`config.mk`:
```
export PLATFORM = sky130hd
export DESIGN_NAME = mem_copy_dma_flat
export DESIGN_NICKNAME = d
export VERILOG_FILES = /design/src/rtl/mem_copy_dma_if.sv /design/src/rtl/mem_copy_dma.sv /design/src/flat_wrapper.sv
export SDC_FILE = /design/constraint.sdc
export NUM_CORES = 1
export LEC_CHECK = 0
export ABC_AREA = 0
export ABC_CLOCK_PERIOD_IN_PS = 6900
export CORE_UTILIZATION = 42
export CTS_CLUSTER_SIZE = 28
export DETAILED_ROUTE_END_ITERATION = 16
export PLACE_DENSITY = 0.68
export SKIP_LAST_GASP = 1
export SYNTH_ARGS = -nofsm -noshare
export SYNTH_HDL_FRONTEND = slang
export SYNTH_SLANG_ARGS = --single-unit
```
`constraint.sdc`:
```
create_clock -name clk -period 6.9 [get_ports clk]
set_clock_uncertainty 0.2 [all_clocks]
set_input_delay 2.07 -clock clk [delete_from_list [all_inputs] [get_ports clk]]
set_output_delay 2.07 -clock clk [all_outputs]
set_load 0.005 [all_outputs]
```
`src/rtl/mem_copy_dma_if.sv`:
```
// Single-cycle memory bus between the copy engine and a RAM.
// Read data is combinational from addr; writes land on the clock edge.
interface mem_copy_dma_if #(
    parameter int DWIDTH = 32
);
    logic              mem_en;
    logic              mem_wr;
    logic [31:0]       addr;
    logic [DWIDTH-1:0] data_wr;
    logic [DWIDTH-1:0] data_rd;

    modport master (
        output mem_en,
        output mem_wr,
        output addr,
        output data_wr,
        input  data_rd
    );

    modport slave (
        input  mem_en,
        input  mem_wr,
        input  addr,
        input  data_wr,
        output data_rd
    );
endinterface

```
`src/rtl/mem_copy_dma.sv`:
```
// Word-copy DMA: strict read-then-write of len words from src to dst.
// All outputs are registers updated alongside the state transition.
module mem_copy_dma #(
    parameter int AWIDTH = 10,
    parameter int DWIDTH = 32
) (
    input  logic              clk,
    input  logic              rstn,
    input  logic              start,
    input  logic              abort,
    input  logic [31:0]       src_addr,
    input  logic [31:0]       dst_addr,
    input  logic [AWIDTH:0]   len,
    output logic              busy,
    output logic              done,
    output logic [AWIDTH:0]   count,
    mem_copy_dma_if.master    bus
);

    typedef enum logic [1:0] {
        IDLE,
        READ,
        WRITE,
        DONE
    } state_t;

    state_t            state;
    logic [31:0]       src_ptr;
    logic [31:0]       dst_ptr;
    logic [AWIDTH:0]   remaining;

    // data_wr doubles as the read buffer: loaded at the end of READ.
    always_ff @(posedge clk or negedge rstn) begin
        if (!rstn) begin
            state       <= IDLE;
            src_ptr     <= '0;
            dst_ptr     <= '0;
            remaining   <= '0;
            count       <= '0;
            busy        <= 1'b0;
            done        <= 1'b0;
            bus.mem_en  <= 1'b0;
            bus.mem_wr  <= 1'b0;
            bus.addr    <= '0;
            bus.data_wr <= '0;
        end else begin
            unique case (state)
                IDLE: begin
                    if (start) begin
                        count <= '0;
                        if (len != '0) begin
                            src_ptr    <= src_addr;
                            dst_ptr    <= dst_addr;
                            remaining  <= len;
                            busy       <= 1'b1;
                            bus.mem_en <= 1'b1;
                            bus.mem_wr <= 1'b0;
                            bus.addr   <= src_addr;
                            state      <= READ;
                        end else begin
                            done  <= 1'b1;
                            state <= DONE;
                        end
                    end
                end
                READ: begin
                    if (abort) begin
                        busy       <= 1'b0;
                        bus.mem_en <= 1'b0;
                        bus.addr   <= '0;
                        state      <= IDLE;
                    end else begin
                        bus.data_wr <= bus.data_rd;
                        bus.mem_wr  <= 1'b1;
                        bus.addr    <= dst_ptr;
                        state       <= WRITE;
                    end
                end
                WRITE: begin
                    src_ptr     <= src_ptr + 32'd1;
                    dst_ptr     <= dst_ptr + 32'd1;
                    remaining   <= remaining - 1'b1;
                    count       <= count + 1'b1;
                    bus.mem_wr  <= 1'b0;
                    bus.data_wr <= '0;
                    if (abort || remaining == (AWIDTH+1)'(1)) begin
                        busy       <= 1'b0;
                        bus.mem_en <= 1'b0;
                        bus.addr   <= '0;
                        done       <= !abort;
                        state      <= abort ? IDLE : DONE;
                    end else begin
                        bus.addr <= src_ptr + 32'd1;
                        state    <= READ;
                    end
                end
                DONE: begin
                    done  <= 1'b0;
                    state <= IDLE;
                end
                default: state <= IDLE;
            endcase
        end
    end

endmodule

```
`src/flat_wrapper.sv`:
```
// flat-port wrapper written by rule: the top's interface ports become plain ports
module mem_copy_dma_flat 
#(
    parameter int AWIDTH = 10,
    parameter int DWIDTH = 32
)
  (clk, rstn, start, abort, src_addr, dst_addr, len, busy, done, count, bus_mem_en, bus_mem_wr, bus_addr, bus_data_wr, bus_data_rd);
  mem_copy_dma_if #(.DWIDTH(DWIDTH)) bus_i ();
  input  logic clk;
  input  logic rstn;
  input  logic start;
  input  logic abort;
  input  logic [31:0] src_addr;
  input  logic [31:0] dst_addr;
  input  logic [AWIDTH:0] len;
  output logic busy;
  output logic done;
  output logic [AWIDTH:0] count;
  output wire logic [$bits(bus_i.mem_en)-1:0] bus_mem_en;
  output wire logic [$bits(bus_i.mem_wr)-1:0] bus_mem_wr;
  output wire logic [$bits(bus_i.addr)-1:0] bus_addr;
  output wire logic [$bits(bus_i.data_wr)-1:0] bus_data_wr;
  input wire logic [$bits(bus_i.data_rd)-1:0] bus_data_rd;
  assign bus_mem_en = bus_i.mem_en;
  assign bus_mem_wr = bus_i.mem_wr;
  assign bus_addr = bus_i.addr;
  assign bus_data_wr = bus_i.data_wr;
  assign bus_i.data_rd = bus_data_rd;
  mem_copy_dma #(.AWIDTH(AWIDTH), .DWIDTH(DWIDTH)) u_core (.clk(clk), .rstn(rstn), .start(start), .abort(abort), .src_addr(src_addr), .dst_addr(dst_addr), .len(len), .busy(busy), .done(done), .count(count), .bus(bus_i));
endmodule
```
# After elaboration in Yosys (flattened, before gate mapping)
# Index checks and enable logic that the tools add are counted.
# word_totals
regBits	155
inputBits	111
output_inout_bits	79
# op_classes
addsub	4
eq_ne	10
n_mux	35
n_reduce_logical	15
# ops
op	n
2-to-1 mux 32 bit	7
case mux 32 bit (2 select lines)	3
case mux 32 bit (3 select lines)	1
adder 32 x 1 -> 32 bit, second input constant	2
case mux 11 bit (2 select lines)	2
2-to-1 mux 11 bit	3
adder 11 x 1 -> 11 bit, second input constant	1
equality test 11 x 1 -> 1 bit, second input constant	1
nonzero test 11 bit	1
subtractor 11 x 1 -> 11 bit, second input constant	1
2-to-1 mux 1 bit	10
2-to-1 mux 2 bit	5
case mux 1 bit (3 select lines)	3
!= test 2 bit, second input constant	4
case mux 2 bit (4 select lines)	1
AND reduction 4 bit	2
AND reduction 3 bit	2
nonzero test 3 bit	2
AND reduction 5 bit	1
equality test 2 bit, second input constant	2
!= test 2 x 1 -> 1 bit, second input constant	2
AND reduction 2 bit	2
nonzero test 2 bit	2
equality test 2 x 1 -> 1 bit, second input constant	1
3 further kinds	3

# Logic depth before layout (Yosys ltp)
# logic_depth
word_depth	4
ltp_mapped	10

# Worst setup path after synthesis
# Ideal clock, no wire load.
# synth_path
kind	input -> register
startpoint	input port len[1]
endpoint	register u_core.dst_ptr[16]
setup_time_ps	126
arrival_time_ps	3526
required_time_ps	6574
slack_ps	3048
cell_stages	7
n_path_buf	2
cell_sequence	nor4_1 > and3_1 > o21a_1 > buf_2 > nor2_1 > clkbuf_1 > a221o_1
# synth_via
elab_chain_len	3
# synth_rtl
item	line_no	text
start, declared	flat_wrapper.sv:15	input logic [AWIDTH:0] len;
nonzero test 11 bit	mem_copy_dma.sv:51	if (len != '0) begin
!= test 2 x 1 -> 1 bit (no line)	--	
AND reduction 3 bit (no line)	--	
end signal, assigned	mem_copy_dma.sv:53	dst_ptr <= dst_addr;
end signal, assigned	mem_copy_dma.sv:81	dst_ptr <= dst_ptr + 32'd1;
end, declared	mem_copy_dma.sv:29	logic [31:0] dst_ptr;
# No other way between the ends.
# A chain may end at the register's enable or synchronous reset.

# Worst setup path in the final report
# layout_path
startpoint	input port len[1]
endpoint	register u_core.dst_ptr[30]
# Same word-level chain as after synthesis.

==> flow_summary.yaml <==
timing:
  max_freq_mhz: 218
  drv_slew: 0
  tightest_slew_ns: 1.18
  fin_crit_sh: 0.664
  setup_violations: 0
  tns_ns: 0
  period_needed_ns: 4.58
  slew_headroom: 0.210
  rsz0062_at_grt: "no"
  hold_viol: 0
pwr:
  pwr-share-seq: 0.346
  leakagePower_nw: 4.53
  power_density_nw_per_um2: 478
  p_comb_frac: 0.477
  power.switching_mw: 2.33
  intPower_mw: 3.11
  ir_drop_uv: 302
  swShare: 0.427
  clkPwrFrac: 0.178
cells_and_area:
  seq_area_sq_um: 3880
  num_antenna_cells: 0
  area_growth_pct: 29.5
  nNetsFinal: 1245
  multi_input_area_sq_um: 4550
  fillerInstances: 1865
  drive_above_1_share: 0.0809
  finish.instance_area_sq_um: 11400
setup_path:
  critical_path.top_delay_family: "simple AND/OR/NAND/NOR gates"
  worstPathRequired_ns: 7.04
  cpPeakStageDelay_ns: 0.54
  cp_max_fo: 33
  arrival_ns: 4.72
  worstSetupPathType: "in -> reg"
  worstSetupEndpointType: "register"
  startpoint_type: "input pin"
  crit_buf_inv: 2
  path_cells: "clkdlybuf4s50_1, nor4_1, and3_1, o21ai_4, nand2_1, buf_4, o22ai_1, a21oi_1"
  slowest_stage: "nand2_1"
yosys:
  yosysWarnings: 0
  synth.distinct_cells: 61
  synthTopCellsByArea: "dfrtp_1 44%, o21ai_0 5.9%, a21oi_1 4.7%"
  ys_ff_latch: 155
  synth_cells: 989
  synthArstFlopShare: 1.00
  synth_edf_count: 0
  syn_nets: 1110
  yosysSeqAreaShare: 0.442
  synth_area_leader_cell: "dfrtp_1"
  avgSynthCellArea_sq_um: 8.88
  synthDominantCellAreaShare: 0.442
  synth.cell_area_sq_um: 8780
  synthFlopType: "dfrtp_1"
clock_network:
  cts.htree.levels: 4
  cts_hold_buf: 0
  post_cts_buffers: 0
  numCtsBuffers: 17
  cts_root_buf: "clkbuf_16"
  cts_tree: "built"
  clk_pin_slew_ns: 0.07
  clk_latency_ns: 0.43
  cts_max_path_buffers: 2
  cts_sinks: 155
  cts_resized: 0
routing:
  wirelength_um: 26200
  vias: 8431
  wire_per_inst_um: 18.6
  first_pass_iters: 5
  route.detailed.drc: 0
  drt_iter0_markers: 780
  postRouteAntennaNets: 0
  vias_per_cell: 5.99
die:
  die_w_um: 147
  num_io_pins: 190
  die_h_um: 147
  core_area_sq_um: 20400
  num_rows: 52
  initial_core_util: 0.431
  die_area_sq_um: 21500
place:
  hpwl_um: 17600
  io_buffer_count: 189
  place_area_sq_um: 10800
  gp_congestion: 0.862
grt:
  grt_pass1_vias: 7739
  grt_pass1_wl_um: 42400
  grt_overflow: 0
  grt_usage: 0.249
  antenna_found_initial: 0
  grt_max_degree: 106
worst_hold_path:
  hp-class: "reg -> reg"
outcome:
  status: "finished clean"
job:
  maxCapViolCount: 0
[worst paths after layout]
kind	end	slack [ns]	startpoint	depth (start not counted)
worst max-delay path	u_core.dst_ptr[30]$_DFFE_PN0P_	2.32	len[1]	8
worst min-delay path	u_core.bus.addr[18]$_DFFE_PN0P_	0.28	u_core.bus.addr[18]$_DFFE_PN0P_	2
worst max register to register	u_core.dst_ptr[30]$_DFFE_PN0P_	3.23	u_core.state[0]$_DFFE_PN0N_	9
worst min register to register	u_core.bus.addr[18]$_DFFE_PN0P_	0.28	u_core.bus.addr[18]$_DFFE_PN0P_	2
max in group asynchronous	u_core.bus.data_wr[5]$_DFFE_PN0P_	3.71	rstn	2
min in group asynchronous	u_core.bus.addr[3]$_DFFE_PN0P_	1.53	rstn	1
[cell usage after synthesis (4+ instances only)]
| cell type | count |
|---|---|
| o22ai_1 | 38 |
| nand4_1 | 23 |
| or3_1 | 10 |
| and3_1 | 30 |
| inv_1 | 9 |
| or2_2 | 6 |
| a221oi_1 | 10 |
| a21oi_1 | 82 |
| dfrtp_1 | 155 |
| clkbuf_1 | 60 |
| a22o_1 | 32 |
| a31o_2 | 8 |
| buf_1 | 6 |
| xnor2_1 | 8 |
| nor4_1 | 8 |
| buf_2 | 14 |
| nand2_1 | 109 |
| o221a_2 | 11 |
| a22oi_1 | 4 |
| nor2_1 | 57 |
| a221o_1 | 8 |
| nand2b_1 | 10 |
| nor3_1 | 36 |
| xor2_1 | 26 |
| and4_1 | 8 |
| o211ai_1 | 13 |
| a31oi_1 | 7 |
| nor4_4 | 6 |
| o21ai_0 | 103 |
| nand3_1 | 30 |
| ha_1 | 10 |
| mux2i_1 | 10 |
[kinds of logic after synthesis]
kind of cell	Yosys count	synth area share
simple gates	352	0.213
compound gates	332	0.239
flops	155	0.442
buf+inv	94	0.0443
xor+xnor	34	0.0339
mux	12	0.0140
fa+ha+maj	10	0.0142
[per-layer routing]
metal,part of all wire,global-route usage,vias up
met1,0.45,0.359,4106
met5,0,0,-
met3,0.063,0.0419,37
met4,0.021,0.0818,0
met2,0.46,0.379,345
li1,-,-,3943
[power groups by stage]
stage                     Clock [mW]  Combinational [mW]  Sequential (mW)
after floorplan                    0                1.77             1.69
after global placement             0                2.54             1.87
after detailed placement           0                2.59             1.87
after CTS                      0.984                2.60             1.87
after global routing            1.02                2.87             1.95
final                          0.966                2.59             1.88
[tightest hold or removal path, delay by kind of cell, from the launching register on]
family | cells | cell delay, ns
AND/OR/NAND/NOR | 1 | 0.04
flip-flops | 1 | 0.34
AO/OA/AOI/OAI | 1 | 0.06
[final cells by class]
cell class                 count  area share
sequential                   155       0.341
tap                          270      0.0297
timing repair buffer         200       0.174
clock buffer                  17      0.0374
multi-input combinational    740       0.400
inverter                      10     0.00330
clock inverter                15      0.0153
[cell usage in the layout, fill, tap and decap left out, types with 11 or more instances in the layout]
cell type,instances
a21oi_1,81
a22o_1,32
and3_1,30
buf_4,11
clkbuf_16,17
clkdlybuf4s50_1,188
dfrtp_1,155
nand2_1,109
nand3_1,30
nand4_1,23
nor2_1,56
nor3_1,35
o211ai_1,13
o21ai_0,103
o221a_2,11
o22ai_1,38
xor2_1,26
[metrics by stage]
| stage | hold slack, ns | setup slack (ns) | power (mW) | cells | util |
|---|---|---|---|---|---|
| floorplan | 0.273 | 3.05 | 3.46 | 989 | - |
| global placement | 0.264 | 1.91 | 4.41 | 1375 | 0.529 |
| CTS | 0.287 | 2.33 | 5.45 | 1407 | 0.559 |
| finish | 0.277 | 2.32 | 5.44 | 1407 | 0.559 |
| detailed placement | 0.273 | 1.89 | 4.46 | 1375 | 0.529 |
| global route | 0.303 | 2.12 | 5.84 | 1407 | 0.559 |
[sequential cells by signal, summed over array words and instances, names as in the netlist]
| name | flops |
|---|---|
| u_core.src_ptr | 32 |
| u_core.count | 11 |
| u_core.bus.data_wr | 32 |
| u_core.remaining | 11 |
| u_core.dst_ptr | 32 |
| u_core.done | 1 |
| u_core.bus.mem_wr | 1 |
| u_core.state | 2 |
| u_core.busy | 1 |
| u_core.bus.addr | 32 |
Power figures use the tool's default switching activity.
